## config.mk

```make
export PLATFORM = sky130hd
export DESIGN_NAME = alu_cmd_ctrl_flat
export DESIGN_NICKNAME = d
export VERILOG_FILES = /design/src/rtl/alu_cmd_ctrl_if.sv /design/src/rtl/alu_cmd_ctrl.sv /design/src/flat_wrapper.sv
export SDC_FILE = /design/constraint.sdc
export NUM_CORES = 1
export LEC_CHECK = 0
export CAP_MARGIN = 30
export CORE_ASPECT_RATIO = 2
export CORE_UTILIZATION = 48
export CTS_CLUSTER_DIAMETER = 30
export CTS_CLUSTER_SIZE = 10
export DETAILED_ROUTE_END_ITERATION = 7
export PLACE_DENSITY = 0.8
export SLEW_MARGIN = 25
export SYNTH_ARGS = -nofsm -noshare
export SYNTH_HDL_FRONTEND = slang
export SYNTH_SLANG_ARGS = --single-unit
```

## constraint.sdc

```tcl
create_clock -name CLK -period 3.4 [get_ports CLK]
set_clock_uncertainty 0.15 [all_clocks]
set_input_delay 0.51 -clock CLK [delete_from_list [all_inputs] [get_ports CLK]]
set_output_delay 0.51 -clock CLK [all_outputs]
set_load 0.005 [all_outputs]
```

## src/rtl/alu_cmd_ctrl_if.sv

```systemverilog
// Command controller bus: UART RX bytes in, ALU drive/result, UART TX bytes out.
// master = controller side, slave = surrounding UART/ALU side.
interface alu_cmd_ctrl_if #(
  parameter int OP_WIDTH  = 16,
  parameter int RES_WIDTH = 32
);
  logic [7:0]           RX_data;
  logic                 RX_valid;
  logic                 ALU_EN;
  logic [3:0]           ALU_FUN;
  logic [OP_WIDTH-1:0]  A;
  logic [OP_WIDTH-1:0]  B;
  logic [RES_WIDTH-1:0] ALU_out;
  logic                 Out_valid;
  logic [7:0]           TX_data;
  logic                 TX_valid;
  logic                 TX_ready;
  logic                 Busy;
  logic                 Overrun;

  modport master (
    input  RX_data, RX_valid,
    output ALU_EN, ALU_FUN, A, B,
    input  ALU_out, Out_valid,
    output TX_data, TX_valid,
    input  TX_ready,
    output Busy, Overrun
  );

  modport slave (
    output RX_data, RX_valid,
    input  ALU_EN, ALU_FUN, A, B,
    output ALU_out, Out_valid,
    input  TX_data, TX_valid,
    output TX_ready,
    input  Busy, Overrun
  );
endinterface

```

## src/rtl/alu_cmd_ctrl.sv

```systemverilog
// Frame assembler in front of the ALU: HEADER, FUN, A bytes, B bytes in;
// result returned LSB-first over a valid/ready byte stream.
module alu_cmd_ctrl #(
  parameter int          OP_WIDTH  = 16,
  parameter int          RES_WIDTH = 32,
  parameter logic [7:0]  HEADER    = 8'hCC
) (
  input logic           CLK,
  input logic           Reset,
  alu_cmd_ctrl_if.master bus
);

  localparam int OPB  = OP_WIDTH / 8;
  localparam int RSB  = RES_WIDTH / 8;
  localparam int MAXB = (OPB > RSB) ? OPB : RSB;
  localparam int CW   = $clog2(MAXB + 1);

  localparam logic [CW-1:0] OP_LAST = CW'(OPB - 1);
  localparam logic [CW-1:0] RS_LAST = CW'(RSB - 1);
  localparam logic [CW-1:0] CNT_ONE = CW'(1);

  typedef enum logic [2:0] {
    S_IDLE,
    S_FUN,
    S_A,
    S_B,
    S_EXEC,
    S_SEND
  } state_t;

  state_t               state_q, state_d;
  logic [CW-1:0]        cnt_q, cnt_d;
  logic [3:0]           fun_q, fun_d;
  logic [OP_WIDTH-1:0]  a_q, a_d;
  logic [OP_WIDTH-1:0]  b_q, b_d;
  logic [RES_WIDTH-1:0] res_q, res_d;
  logic                 ovr_q, ovr_d;

  logic [CW+2:0]        byte_sel;
  logic                 rx_v;
  logic [7:0]           rx_b;

  assign rx_v     = bus.RX_valid;
  assign rx_b     = bus.RX_data;
  assign byte_sel = {cnt_q, 3'b000};

  // State and datapath registers; reset discards any partial frame or send.
  always_ff @(posedge CLK or negedge Reset) begin
    if (!Reset) begin
      state_q <= S_IDLE;
      cnt_q   <= '0;
      fun_q   <= '0;
      a_q     <= '0;
      b_q     <= '0;
      res_q   <= '0;
      ovr_q   <= 1'b0;
    end else begin
      state_q <= state_d;
      cnt_q   <= cnt_d;
      fun_q   <= fun_d;
      a_q     <= a_d;
      b_q     <= b_d;
      res_q   <= res_d;
      ovr_q   <= ovr_d;
    end
  end

  // Next-state: byte collection, ALU wait, result streaming.
  always_comb begin
    state_d = state_q;
    cnt_d   = cnt_q;
    fun_d   = fun_q;
    a_d     = a_q;
    b_d     = b_q;
    res_d   = res_q;
    ovr_d   = ovr_q;

    unique case (state_q)
      S_IDLE: begin
        if (rx_v && (rx_b == HEADER)) begin
          state_d = S_FUN;
          cnt_d   = '0;
          ovr_d   = 1'b0;
        end
      end
      S_FUN: begin
        if (rx_v) begin
          fun_d   = rx_b[3:0];
          cnt_d   = '0;
          state_d = S_A;
        end
      end
      S_A: begin
        if (rx_v) begin
          a_d[byte_sel +: 8] = rx_b;
          if (cnt_q == OP_LAST) begin
            cnt_d   = '0;
            state_d = S_B;
          end else begin
            cnt_d = cnt_q + CNT_ONE;
          end
        end
      end
      S_B: begin
        if (rx_v) begin
          b_d[byte_sel +: 8] = rx_b;
          if (cnt_q == OP_LAST) begin
            cnt_d   = '0;
            state_d = S_EXEC;
          end else begin
            cnt_d = cnt_q + CNT_ONE;
          end
        end
      end
      S_EXEC: begin
        if (rx_v) ovr_d = 1'b1;
        if (bus.Out_valid) begin
          res_d   = bus.ALU_out;
          cnt_d   = '0;
          state_d = S_SEND;
        end
      end
      S_SEND: begin
        if (rx_v) ovr_d = 1'b1;
        if (bus.TX_ready) begin
          if (cnt_q == RS_LAST) begin
            cnt_d   = '0;
            state_d = S_IDLE;
          end else begin
            cnt_d = cnt_q + CNT_ONE;
          end
        end
      end
      default: begin
        state_d = S_IDLE;
        cnt_d   = '0;
      end
    endcase
  end

  // Outputs decode straight from state; TX byte is held by the counter.
  always_comb begin
    bus.ALU_EN   = (state_q == S_EXEC);
    bus.TX_valid = (state_q == S_SEND);
    bus.Busy     = (state_q != S_IDLE);
    bus.ALU_FUN  = fun_q;
    bus.A        = a_q;
    bus.B        = b_q;
    bus.Overrun  = ovr_q;
    bus.TX_data  = '0;
    if (state_q == S_SEND) bus.TX_data = res_q[byte_sel +: 8];
  end

endmodule

```

## src/flat_wrapper.sv

```systemverilog
// flat-port wrapper written by rule: the top's interface ports become plain ports
module alu_cmd_ctrl_flat 
#(
  parameter int          OP_WIDTH  = 16,
  parameter int          RES_WIDTH = 32,
  parameter logic [7:0]  HEADER    = 8'hCC
)
  (CLK, Reset, bus_RX_data, bus_RX_valid, bus_ALU_EN, bus_ALU_FUN, bus_A, bus_B, bus_ALU_out, bus_Out_valid, bus_TX_data, bus_TX_valid, bus_TX_ready, bus_Busy, bus_Overrun);
  alu_cmd_ctrl_if #(.OP_WIDTH(OP_WIDTH), .RES_WIDTH(RES_WIDTH)) bus_i ();
  input logic CLK;
  input logic Reset;
  input wire logic [$bits(bus_i.RX_data)-1:0] bus_RX_data;
  input wire logic [$bits(bus_i.RX_valid)-1:0] bus_RX_valid;
  output wire logic [$bits(bus_i.ALU_EN)-1:0] bus_ALU_EN;
  output wire logic [$bits(bus_i.ALU_FUN)-1:0] bus_ALU_FUN;
  output wire logic [$bits(bus_i.A)-1:0] bus_A;
  output wire logic [$bits(bus_i.B)-1:0] bus_B;
  input wire logic [$bits(bus_i.ALU_out)-1:0] bus_ALU_out;
  input wire logic [$bits(bus_i.Out_valid)-1:0] bus_Out_valid;
  output wire logic [$bits(bus_i.TX_data)-1:0] bus_TX_data;
  output wire logic [$bits(bus_i.TX_valid)-1:0] bus_TX_valid;
  input wire logic [$bits(bus_i.TX_ready)-1:0] bus_TX_ready;
  output wire logic [$bits(bus_i.Busy)-1:0] bus_Busy;
  output wire logic [$bits(bus_i.Overrun)-1:0] bus_Overrun;
  assign bus_i.RX_data = bus_RX_data;
  assign bus_i.RX_valid = bus_RX_valid;
  assign bus_ALU_EN = bus_i.ALU_EN;
  assign bus_ALU_FUN = bus_i.ALU_FUN;
  assign bus_A = bus_i.A;
  assign bus_B = bus_i.B;
  assign bus_i.ALU_out = bus_ALU_out;
  assign bus_i.Out_valid = bus_Out_valid;
  assign bus_TX_data = bus_i.TX_data;
  assign bus_TX_valid = bus_i.TX_valid;
  assign bus_i.TX_ready = bus_TX_ready;
  assign bus_Busy = bus_i.Busy;
  assign bus_Overrun = bus_i.Overrun;
  alu_cmd_ctrl #(.OP_WIDTH(OP_WIDTH), .RES_WIDTH(RES_WIDTH), .HEADER(HEADER)) u_core (.CLK(CLK), .Reset(Reset), .bus(bus_i));
endmodule
```

* Word-level counts from Yosys, hierarchy flattened *
Index checks and enable logic that the tools add are counted.

operators by class
  add/subtract/negate cells = 2
  equality and inequality tests = 19
  shifts and indexed selects = 3
  muxes and demuxes = 24
  reductions and logical operators = 13

operators with widths
  operator                number
  $mux 3                  16
  $bwmux 16               2
  $shiftx 32x7->8         1
  $pmux 3 s6              1
  $ne 2x1->1 const B      8
  $shift 8x8->16 const A  1
  $shiftx 8x8->16         1
  $pmux 3 s5              1
  $eq 3x2->1 const B      3
  $reduce_and 9->1        1
  $eq 8x8->1 const B      1
  $mux 8                  1
  $neg 6->8               1
  $reduce_and 2->1        4
  $eq 3x1->1 const B      2
  $eq 3x3->1 const B      2
  $ne 2x2->1 const B      3
  $reduce_and 5->1        1
  $reduce_or 2->1         2
  $add 3x1->3 const B     1
  $logic_not 3->1         1
  $reduce_and 3->1        1
  $reduce_bool 3->1       1
  $mux 1                  2
  3 further kinds         3

storage, ports and cells
  bits in registers = 75
  input port bits = 45
  output and inout port bits = 48
  word-level logic and storage cells = 68

* Logic depth before layout (Yosys ltp) *
Gate-level depths: netlist of run 1.

  depth after elaboration = 4
  mapped depth = 9
  gate-level depth less buffers = 8

* Worst setup path after synthesis of run 1 *
Ideal clock, no wire load.

  path type = reg2reg
  start point = register u_core.cnt_q[1]
  end point = register u_core.b_q[7] (netlist: u_core.bus.B[7])
  library setup time = 128 ps
  arrival = 2,311 ps
  required time = 3,122 ps
  setup slack = 811 ps
  stages on the path, launching flop included = 10
  buffers on the path = 1
  clock period less this slack = 2,589 ps
  cell sequence = dfrtp_1 > clkbuf_1 > inv_1 > ha_1 > inv_1 > ha_1 > or4_1 > nor3_2 > nand2_2 > mux2_1

between the ends
  longest elaborated chain between the ends = 3
  elaborated cells between the ends (all ways) = 4
  classes of those cells = add/sub: 1; shift: 2; mux: 1

ends and longest elaborated chain
  element                                                   line                 RTL
  start: declaration                                        alu_cmd_ctrl.sv:32   logic [CW-1:0] cnt_q, cnt_d;
  start signal: assignment                                  alu_cmd_ctrl.sv:59   cnt_q <= cnt_d;
  $neg 6->8 *                                               alu_cmd_ctrl.sv:106  b_d[byte_sel +: 8] = rx_b;
  $shiftx 8x8->16 / $shift 8x8->16 (equally long branches)  alu_cmd_ctrl.sv:106
  $bwmux 16 *                                               alu_cmd_ctrl.sv:106
  end signal: assignment                                    alu_cmd_ctrl.sv:54   b_q <= '0;
  end signal: assignment                                    alu_cmd_ctrl.sv:62   b_q <= b_d;
  end: declaration                                          alu_cmd_ctrl.sv:35   logic [OP_WIDTH-1:0] b_q, b_d;

Every way passes the cells marked *; elsewhere a longest branch is shown, timed or not.
A chain may end at the register's enable or synchronous reset.

* Worst setup path after layout of run 1 *
  start point = register u_core.cnt_q[0]
  end point = output bus_TX_data[5]

between the ends
  longest elaborated chain between the ends = 2

ends and longest elaborated chain
  element           line                 RTL
  $shiftx 32x7->8   alu_cmd_ctrl.sv:151  if (state_q == S_SEND) bus.TX_data = res_q[byte_sel +: 8];
  $mux 8            alu_cmd_ctrl.sv:151
  end: declaration  flat_wrapper.sv:20   output wire logic [$bits(bus_i.TX_data)-1:0] bus_TX_data;

No other way between the ends.

==> impl_metrics.py, run 1 <==
metrics = {
    "outcome": {
        "outcome": "complete, no violations",
    },
    "detailed_routing": {
        "drc": 0,
        "viasPerCell": 5.30,
        "drt_iter0_drc": 49,
        "wl_per_cell_um": 17.5,
        "ant_nets": 0,
        "drt-pass1-iter-count": 4,
        "routed-via-count": 2214,
        "routed_wl_mm": 7.30,
    },
    "floorplan": {
        "initial_core_util_pct": 50.1,
        "die_w_um": 61.0,
        "core-area_um2": 6670,
        "die_area_um2": 7330,
        "core.rowCount": 42,
        "die_h_um": 120,
        "io_pins": 93,
    },
    "setup_path": {
        "cp.arrival_ns": 2.21,
        "crit_fanout": 7,
        "rrSetupSlack_ns": 0.79,
        "cp-start-kind": "flip-flop",
        "cp-end-kind": "output pin",
        "critPathKind": "flip-flop to output pin",
        "worstPathRequired_ns": 2.74,
    },
    "hold_path": {
        "min_path_type": "input pin to async pin",
    },
    "final_layout": {
        "antenna_cells": 0,
        "fin_nets": 376,
        "final_cell_area_um2": 4660,
        "drive_gt1_share_pct": 31.2,
        "syn_to_final_growth_pct": 39.4,
    },
    "global_routing": {
        "grtUsageMet2_pct": 36.4,
        "grt.overflow.total": 0,
        "gr-usage-met1_pct": 25.8,
        "grt_max_degree": 76,
        "antenna_found_initial": 0,
        "grt_pass1_wl_mm": 11.8,
        "grt-busiest-layer": "met2",
        "first_global_vias": 2369,
        "grt_usage_pct": 22.5,
        "use_met3_pct": 7.87,
    },
    "synthesis": {
        "synth.cell_area_um2": 3340,
        "syn_avg_cell_area_um2": 14.7,
        "synth.ff_latch_count": 75,
        "synth.area.top_cells": "dfrtp_1 56%, mux2_2 23%, mux4_2 5.4%, ha_1 2.2%, and3_1 1.7%",
        "synth_nets": 278,
        "netlist_instances": 227,
        "synth_area_leader_cell": "dfrtp_1",
        "synth_cell_types": 37,
        "yosys.area.top_type_share_pct": 56.1,
        "ys_seq_area_share_pct": 56.1,
        "ys_warn_count": 0,
    },
    "sta": {
        "final_hold_viol_count": 0,
        "slew_headroom_pct": 53.9,
        "setup_ws_ns": 0.533,
        "finalCriticalPeriod_ns": 2.87,
        "fmaxAchievable_ghz": 0.349,
        "finalCritPeriodShare_pct": 84.3,
        "finalSetupViolCount": 0,
        "worstMarginPinSlew_ns": 0.692,
        "final.setup.tns_ns": 0,
        "slew_viol_final": 0,
        "rsz0062_at_grt": "false",
    },
    "power_and_ir_drop": {
        "ir_worst_vdd_uv": 511,
        "power.leakage_nw": 2.04,
        "p_per_area_nw_per_um2": 799,
    },
    "placed_design": {
        "dp_slack_ns": 0.830,
        "place.gp.congestion": 0.753,
        "port_buffers": 92,
        "place_area_um2": 4360,
        "hpwl_mm": 5.06,
    },
    "flow_run": {
        "max_cap_viol_count": 0,
    },
    "clocking": {
        "cts_sinks": 75,
        "clkTransAtPathRegs_ns": 0.06,
        "cts_resized": 0,
        "cts_buffer_depth": 2,
        "clk_latency_ns": 0.33,
        "cts_buffers": 9,
        "cts_tree": "built",
        "root_buffer": "clkbuf_16",
        "hold_buffers": 0,
        "htree_levels": 3,
        "cts_setup_buffers": 0,
    },
}
-- power by group --
part	total [mW]	internal [mW]	leakage, nW	switching [mW]
logic	1.29	0.854	0.942	0.432
clock network	0.952	0.588	0.153	0.365
registers	1.49	1.27	0.944	0.221
total	3.73	2.71	2.04	1.02
-- registers in the layout, summed over array words and instances, names as in the netlist --
register,count
u_core.bus.Overrun,1
u_core.res_q,32
u_core.bus.B,16
u_core.cnt_q,3
u_core.bus.ALU_FUN,4
u_core.bus.A,16
u_core.state_q,3
-- critical path: stages, from the launching register on --
cell	delay, ns
dfrtp_1	0.48
buf_4	0.24
mux4_2	0.52
and3_1	0.19
clkdlybuf4s50_1	0.43
-- Yosys cell counts, drive strengths merged --
cell type and count:
nor2 2, mux2 69, nand3b 2, nor3 3, mux4 8, or3b 1, nor4 1, or4 1
nor3b 2, mux2i 2, o32ai 1, o2bb2ai 1, clkinv 1, clkbuf 4, nand2 4, o31ai 2
o21ai 2, o21ba 1, a21oi 2, buf 6, nand2b 6, inv 6, nand4b 2, dfrtp 75
o22ai 1, or2 1, a2111oi 1, ha 6, or3 2, and3 9, and2 1, nor2b 1
a22o 1
-- final timing paths --
| path | start | to | cells after the start |
|---|---|---|---|
| min in group CLK | u_core.res_q[18]$_DFFE_PN0P_ | u_core.res_q[18]$_DFFE_PN0P_ | 1 |
| min reg2reg | u_core.res_q[18]$_DFFE_PN0P_ | u_core.res_q[18]$_DFFE_PN0P_ | 1 |
| min | Reset | u_core.bus.B[8]$_DFFE_PN0P_ | 1 |
| max | u_core.cnt_q[0]$_DFFE_PN0P_ | bus_TX_data[5] | 4 |
| max reg2reg | u_core.cnt_q[0]$_DFFE_PN0P_ | u_core.bus.B[7]$_DFFE_PN0P_ | 8 |
| max in group asynchronous | Reset | u_core.res_q[26]$_DFFE_PN0P_ | 1 |
-- cell type report --
cell class	instances	area, µm²
clock inverter	6	62.6
clock buffer	10	239
fill	471	2010
sequential	75	1880
tap	88	110
inverter	7	26.3
multi-input combinational	135	1390
timing repair buffer	97	960
-- cells in the final DEF (no fill, tap or decap), types with 2 or more instances in the layout --
cell type	count
clkinv_2	3
and3_1	9
clkbuf_16	9
buf_4	5
o31ai_1	2
nand2_1	2
nor3_2	2
nor2_1	2
nand2_2	2
ha_1	6
nor3b_1	2
nand2b_1	6
a21oi_1	2
nand3b_1	2
nand4b_1	2
dfrtp_1	75
clkdlybuf4s50_1	91
o21ai_0	2
mux2_1	2
mux4_2	8
or3_1	2
mux2i_1	2
mux2_2	67
inv_1	6
-- metrics by stage --
stage / instances / power (mW) / hold slack, ns / util (%)
3_5_place_dp: 402 / 2.78 / 0.324 / 65.3
4_1_cts: 418 / 3.76 / 0.200 / 69.8
2_1_floorplan: 227 / 2.18 / 0.0644 / -
5_1_grt: 418 / 3.92 / 0.0981 / 69.8
3_3_place_gp: 402 / 2.74 / 0.315 / 65.3
6_report: 418 / 3.73 / 0.0207 / 69.8
-- per-layer routing --
| layer | up-vias | part of all wire, % |
|---|---|---|
| li1 | 1023 | - |
| met1 | 1097 | 40 |
| met2 | 79 | 51 |
| met3 | 15 | 6.9 |
| met4 | 0 | 2.3 |
| met5 | - | 0 |
-- kinds of logic (layout without fill, tap and decap cells) --
logic type                 after synthesis  after routing  synth area share [%]
muxes                                   79             79                  29.2
DFF                                     75             75                  56.1
and+or+nand+nor                         38             38                  7.41
buffers and inverters                   17            120                  2.43
AOI/OAI and AO/OA                       12             12                  2.58
adders and majority gates                6              6                  2.24
Note: power is estimated with default switching activity, not from simulation.
==> inputs of run 2 (changes only) <==
- CORE_UTILIZATION: 48 -> 43
- PLACE_DENSITY: 0.8 -> 0.76
- clock period: 3.4 -> 2.4 ns (I/O delays scaled with it)
==> run 2 against run 1 <==
  * The flow now finishes with violations (negative setup slack)
  * Routed wire length rose by 9.9%
  * Combinational power rose by 60%
  * Worst setup slack got worse by 0.57 ns
  * Critical path type is now flip-flop to flip-flop
  * Critical endpoint is now u_core.bus.B[7]$_DFFE_PN0P_
==> impl_metrics.py, run 2 (same netlist as run 1, synthesis figures left out) <==
metrics = {
    "sta": {
        "final_hold_viol_count": 0,
        "rsz0062_at_grt": "true",
        "worstMarginPinSlew_ns": 0.604,
        "slew_viol_final": 0,
        "slew_headroom_pct": 59.6,
        "finalSetupViolCount": 16,
        "finalCritPeriodShare_pct": 101,
        "finalCriticalPeriod_ns": 2.43,
        "fmaxAchievable_ghz": 0.411,
        "setup_ws_ns": -0.0346,
    },
    "detailed_routing": {
        "drt-pass1-iter-count": 4,
        "drt_iter0_drc": 60,
        "wl_per_cell_um": 18.0,
        "routed-via-count": 2306,
        "viasPerCell": 5.17,
        "routed_wl_mm": 8.02,
        "ant_nets": 0,
        "drc": 0,
    },
    "floorplan": {
        "die_h_um": 127,
        "die_w_um": 64.4,
        "core.rowCount": 45,
        "die_area_um2": 8160,
        "initial_core_util_pct": 44.3,
        "io_pins": 93,
        "core-area_um2": 7540,
    },
    "setup_path": {
        "cp-start-kind": "flip-flop",
        "worstPathRequired_ns": 2.47,
        "critPathKind": "flip-flop to flip-flop",
        "cp.arrival_ns": 2.50,
        "crit_fanout": 8,
        "cp-end-kind": "flip-flop",
    },
    "global_routing": {
        "first_global_vias": 2590,
        "grt_max_degree": 39,
        "grt_pass1_wl_mm": 12.8,
        "grt.overflow.total": 0,
        "grt_usage_pct": 21.2,
        "antenna_found_initial": 0,
    },
    "clocking": {
        "cts_buffer_depth": 2,
        "cts_tree": "built",
        "cts_buffers": 9,
        "htree_levels": 3,
        "root_buffer": "clkbuf_16",
        "clk_latency_ns": 0.33,
        "clkTransAtPathRegs_ns": 0.06,
        "cts_sinks": 75,
    },
    "final_layout": {
        "syn_to_final_growth_pct": 47.5,
        "finalCoreUtilization_pct": 65.4,
        "antenna_cells": 0,
        "final_cell_mix": "83 x clkdlybuf4s50_1, 75 x dfrtp_1, 67 x mux2_2",
        "fin_nets": 398,
        "mostFrequentLayoutCell": "clkdlybuf4s50_1",
        "fin_cells": 446,
        "drive_gt1_share_pct": 36.9,
        "regMostFlops": "u_core.res_q",
        "largest_reg_flops": 32,
    },
    "placed_design": {
        "hpwl_mm": 5.68,
        "port_buffers": 92,
        "place.gp.congestion": 0.788,
        "dp_slack_ns": 0.0155,
        "place_inst": 422,
    },
    "flow_run": {
        "max_cap_viol_count": 0,
    },
    "power_and_ir_drop": {
        "total_power_mw": 5.59,
        "power.leakage_nw": 2.21,
        "ir_worst_vdd_uv": 794,
        "p_per_area_nw_per_um2": 1130,
    },
    "outcome": {
        "outcome": "finished with violations",
        "violations": "negative setup slack",
    },
    "hold_path": {
        "min_path_type": "flip-flop to flip-flop",
    },
}
## run 2: cell type report
| type | instances | area [µm²] |
|---|---|---|
| Inverter | 7 | 31.3 |
| Timing Repair Buffer | 119 | 1150 |
| Tap cell | 94 | 118 |
| Multi-Input combinational cell | 135 | 1440 |
| Fill cell | 584 | 2610 |
| Clock buffer | 12 | 246 |
| Sequential cell | 75 | 1880 |
| Clock inverter | 4 | 73.8 |
## run 2: path summary, 6_finish.rpt
kind | startpoint | end | slack [ns] | cells past startpoint
max | u_core.cnt_q[0]$_DFFE_PN0P_ | u_core.bus.B[7]$_DFFE_PN0P_ | -0.03 | 9
min | u_core.res_q[17]$_DFFE_PN0P_ | u_core.res_q[17]$_DFFE_PN0P_ | 0.35 | 1
max reg2reg | u_core.cnt_q[0]$_DFFE_PN0P_ | u_core.bus.B[7]$_DFFE_PN0P_ | -0.03 | 9
min reg2reg | u_core.res_q[17]$_DFFE_PN0P_ | u_core.res_q[17]$_DFFE_PN0P_ | 0.35 | 1
max in group asynchronous | Reset | u_core.bus.Overrun$_DFFE_PN0P_ | 1.06 | 3
min in group asynchronous | Reset | u_core.bus.A[10]$_DFFE_PN0P_ | 0.40 | 2
## run 2: what timing repair did
| item | 4_1_cts | 5_1_grt |
|---|---|---|
| endpoints found under the setup margin | 8 | 17 |
| resized for setup | 12 | 5 |
| buffers inserted | 6 | 1 |
| pin swaps | 0 | 5 |
| hold buffers | 1 | 0 |
| gates cloned | 0 | 0 |
| hold endpoints to repair | 35 | 0 |
## run 2: layer usage
layer,share of wire (%),global-route usage [%],up-vias
li1,-,-,1071
met1,36,21.4,1147
met2,56,39.3,77
met3,6.3,6.29,11
met4,2.0,8.76,0
met5,0,0,-
## run 2: worst max-delay path: stages, from the launching register on
cell     delay, ns
dfrtp_1       0.42
buf_6         0.14
inv_4         0.05
ha_4          0.12
inv_2         0.03
ha_4          0.14
or4_4         0.49
nor3_4        0.30
nand2_4       0.15
mux2_4        0.32
## run 2: through the flow
stage	cell area (µm²)	setup TNS, ns	hold slack [ns]
final	4930	-0.245	0.352
after global routing	4930	-1.21	0.365
after CTS	4910	-1.25	0.353
after detailed placement	4520	0	0.197
after global placement	4520	0	0.201
after floorplan	3400	-0.0100	-0.0856
## run 2: where the power goes
part | switching (mW) | total, mW | internal, mW
Clock | 0.484 | 1.42 | 0.938
Sequential | 0.303 | 2.10 | 1.80
Combinational | 0.706 | 2.07 | 1.36
==> inputs of run 3 (changes only) <==
- CORE_UTILIZATION: 43 -> 48
- PLACE_DENSITY: 0.76 -> 0.8
- clock period: 2.4 -> 2.6 ns (I/O delays scaled with it)
==> run 3 against run 2 <==
  * The run now ends clean
  * Clock power decreased by 5%
  * Design area decreased by 1.6%
  * Flip-flop and latch count unchanged
  * Critical endpoint is now bus_TX_data[0]
  * Critical path type is now flip-flop to output pin
  * Final cell count decreased by 3.6%
  * Clock-buffer cell count unchanged
  * Sequential power decreased by 8%
  * Sequential share of layout area increased by 0.65 points
  * Power decreased by 8.5%
  * Critical path depth decreased by 5
==> impl_metrics.py, run 3 (same netlist as run 1, synthesis figures left out) <==
metrics = {
    "outcome": {
        "outcome": "complete, no violations",
    },
    "global_routing": {
        "grt_usage_pct": 23.7,
        "grt-busiest-layer": "met2",
        "grt_max_degree": 39,
        "gr-usage-met1_pct": 26.3,
        "grtUsageMet2_pct": 38.9,
        "grt.overflow.total": 0,
        "use_met3_pct": 9.48,
        "first_global_vias": 2446,
        "antenna_found_initial": 0,
        "grt_pass1_wl_mm": 12.2,
    },
    "sta": {
        "rsz0062_at_grt": "false",
        "worstMarginPinSlew_ns": 0.688,
        "finalSetupViolCount": 0,
        "finalCriticalPeriod_ns": 2.53,
        "final_hold_viol_count": 0,
        "finalCritPeriodShare_pct": 97.3,
        "slew_headroom_pct": 54.0,
        "slew_viol_final": 0,
        "final.setup.tns_ns": 0,
        "fmaxAchievable_ghz": 0.395,
        "setup_ws_ns": 0.0700,
    },
    "detailed_routing": {
        "wl_per_cell_um": 18.3,
        "drc": 0,
        "viasPerCell": 5.27,
        "routed-via-count": 2264,
        "ant_nets": 0,
        "drt_iter0_drc": 32,
        "routed_wl_mm": 7.85,
        "drt-pass1-iter-count": 4,
    },
    "floorplan": {
        "core.rowCount": 42,
        "die_area_um2": 7330,
        "initial_core_util_pct": 50.1,
        "die_w_um": 61.0,
        "core-area_um2": 6670,
        "die_h_um": 120,
        "io_pins": 93,
    },
    "setup_path": {
        "crit_path_top_delay_cell": "mux4_2",
        "cp-end-kind": "output pin",
        "rr_startpoint": "u_core.cnt_q[0]$_DFFE_PN0P_",
        "rrSetupSlack_ns": 0.11,
        "crit_fanout": 4,
        "critPathKind": "flip-flop to output pin",
        "cp.arrival_ns": 1.99,
        "worstPathCellList": "buf_12 -> mux4_2 -> and3_1 -> clkdlybuf4s50_1",
        "worstPathRequired_ns": 2.06,
        "reg2reg_depth": 8,
        "rr_endpoint": "u_core.bus.B[7]$_DFFE_PN0P_",
        "cp-start-kind": "flip-flop",
        "slowest_delay_ns": 0.48,
    },
    "final_layout": {
        "drive_gt1_share_pct": 33.6,
        "regMostFlops": "u_core.res_q",
        "syn_to_final_growth_pct": 45.1,
        "largest_reg_flops": 32,
        "final_cell_mix": "86 x clkdlybuf4s50_1, 74 x dfrtp_1, 67 x mux2_2",
        "fin_nets": 388,
        "mostFrequentLayoutCell": "clkdlybuf4s50_1",
        "fill_cells": 469,
        "antenna_cells": 0,
    },
    "hold_path": {
        "min_path_type": "flip-flop to flip-flop",
        "hold_path_depth": 1,
        "worstHoldEndpoint": "u_core.res_q[18]$_DFFE_PN0P_",
        "hp-start": "u_core.res_q[18]$_DFFE_PN0P_",
    },
    "power_and_ir_drop": {
        "ir_worst_vdd_uv": 735,
        "power.leakage_nw": 2.21,
        "p_per_area_nw_per_um2": 1050,
    },
    "placed_design": {
        "hpwl_mm": 5.30,
        "dp_slack_ns": 0.175,
        "place.gp.congestion": 0.784,
        "port_buffers": 92,
    },
    "clocking": {
        "htree_levels": 3,
        "cts_sinks": 75,
        "clk_latency_ns": 0.33,
        "cts_tree": "built",
        "root_buffer": "clkbuf_16",
        "cts_buffers": 9,
        "clkTransAtPathRegs_ns": 0.05,
        "cts_buffer_depth": 2,
    },
    "flow_run": {
        "max_cap_viol_count": 0,
    },
}
## run 3: worst max path at each step
stage                                            from  cells after the start                     endpoint  slack [ns]
after CTS                 u_core.cnt_q[0]$_DFFE_PN0P_                      4               bus_TX_data[0]       0.003
after floorplan           u_core.cnt_q[1]$_DFFE_PN0P_                      9  u_core.bus.B[7]$_DFFE_PN0P_        0.01
final                     u_core.cnt_q[0]$_DFFE_PN0P_                      4               bus_TX_data[0]        0.07
after global routing      u_core.cnt_q[0]$_DFFE_PN0P_                      4               bus_TX_data[0]        0.01
after global placement    u_core.cnt_q[1]$_DFFE_PN0P_                      8  u_core.bus.B[7]$_DFFE_PN0P_        0.24
after detailed placement  u_core.cnt_q[1]$_DFFE_PN0P_                      8  u_core.bus.B[7]$_DFFE_PN0P_        0.18
## run 3: metal layers
metal,vias to the layer above,wire length [µm]
li1,1048,-
met1,1124,2860
met2,80,4300
met3,12,524
met4,0,157
met5,-,0
## run 3: layout make-up
type / count / area [µm²] / share of cell area [%]
clock inverters: 4 / 72.6 / 1.50
multi-input cells: 135 / 1390 / 28.6
inverters: 7 / 30.0 / 0.619
flip-flops and latches: 75 / 1880 / 38.7
clock buffers: 12 / 256 / 5.28
well taps: 88 / 110 / 2.27
repair buffers: 109 / 1120 / 23.1
## run 3: timing repair
action                                  4_1_cts  5_1_grt
setup buffers                                 0        5
hold buffers                                  1        0
pin swaps                                     0        0
gates resized for setup                       2        9
cloned                                        0        1
endpoints found under the hold margin        37        0
endpoints found under the setup margin        7        8
## run 3: worst max-delay path: cells and delay by family, from the launching register on
family                 cells  cell delay, ns
flip-flops                 1            0.41
buffers and inverters      2            0.57
AND/OR/NAND/NOR            1            0.20
multiplexers               1            0.48
## run 3: metrics by stage
| step | utilization [%] | cells | power [mW] | cell area, µm² | hold WS [ns] |
|---|---|---|---|---|---|
| after floorplan | - | 227 | 2.85 | 3340 | -0.0556 |
| after global routing | 72.7 | 430 | 5.39 | 4850 | 0.365 |
| final | 72.7 | 430 | 5.12 | 4850 | 0.334 |
| after detailed placement | 66.2 | 407 | 3.67 | 4420 | 0.235 |
| after CTS | 71.4 | 424 | 5.06 | 4760 | 0.335 |
| after global placement | 66.2 | 407 | 3.60 | 4420 | 0.239 |
## run 3: power by group
part	switching, mW	leakage [nW]	total (mW)	internal (mW)
clock network	0.461	0.159	1.35	0.891
registers	0.270	0.942	1.93	1.66
logic	0.619	1.11	1.84	1.22
total	1.35	2.21	5.12	3.77
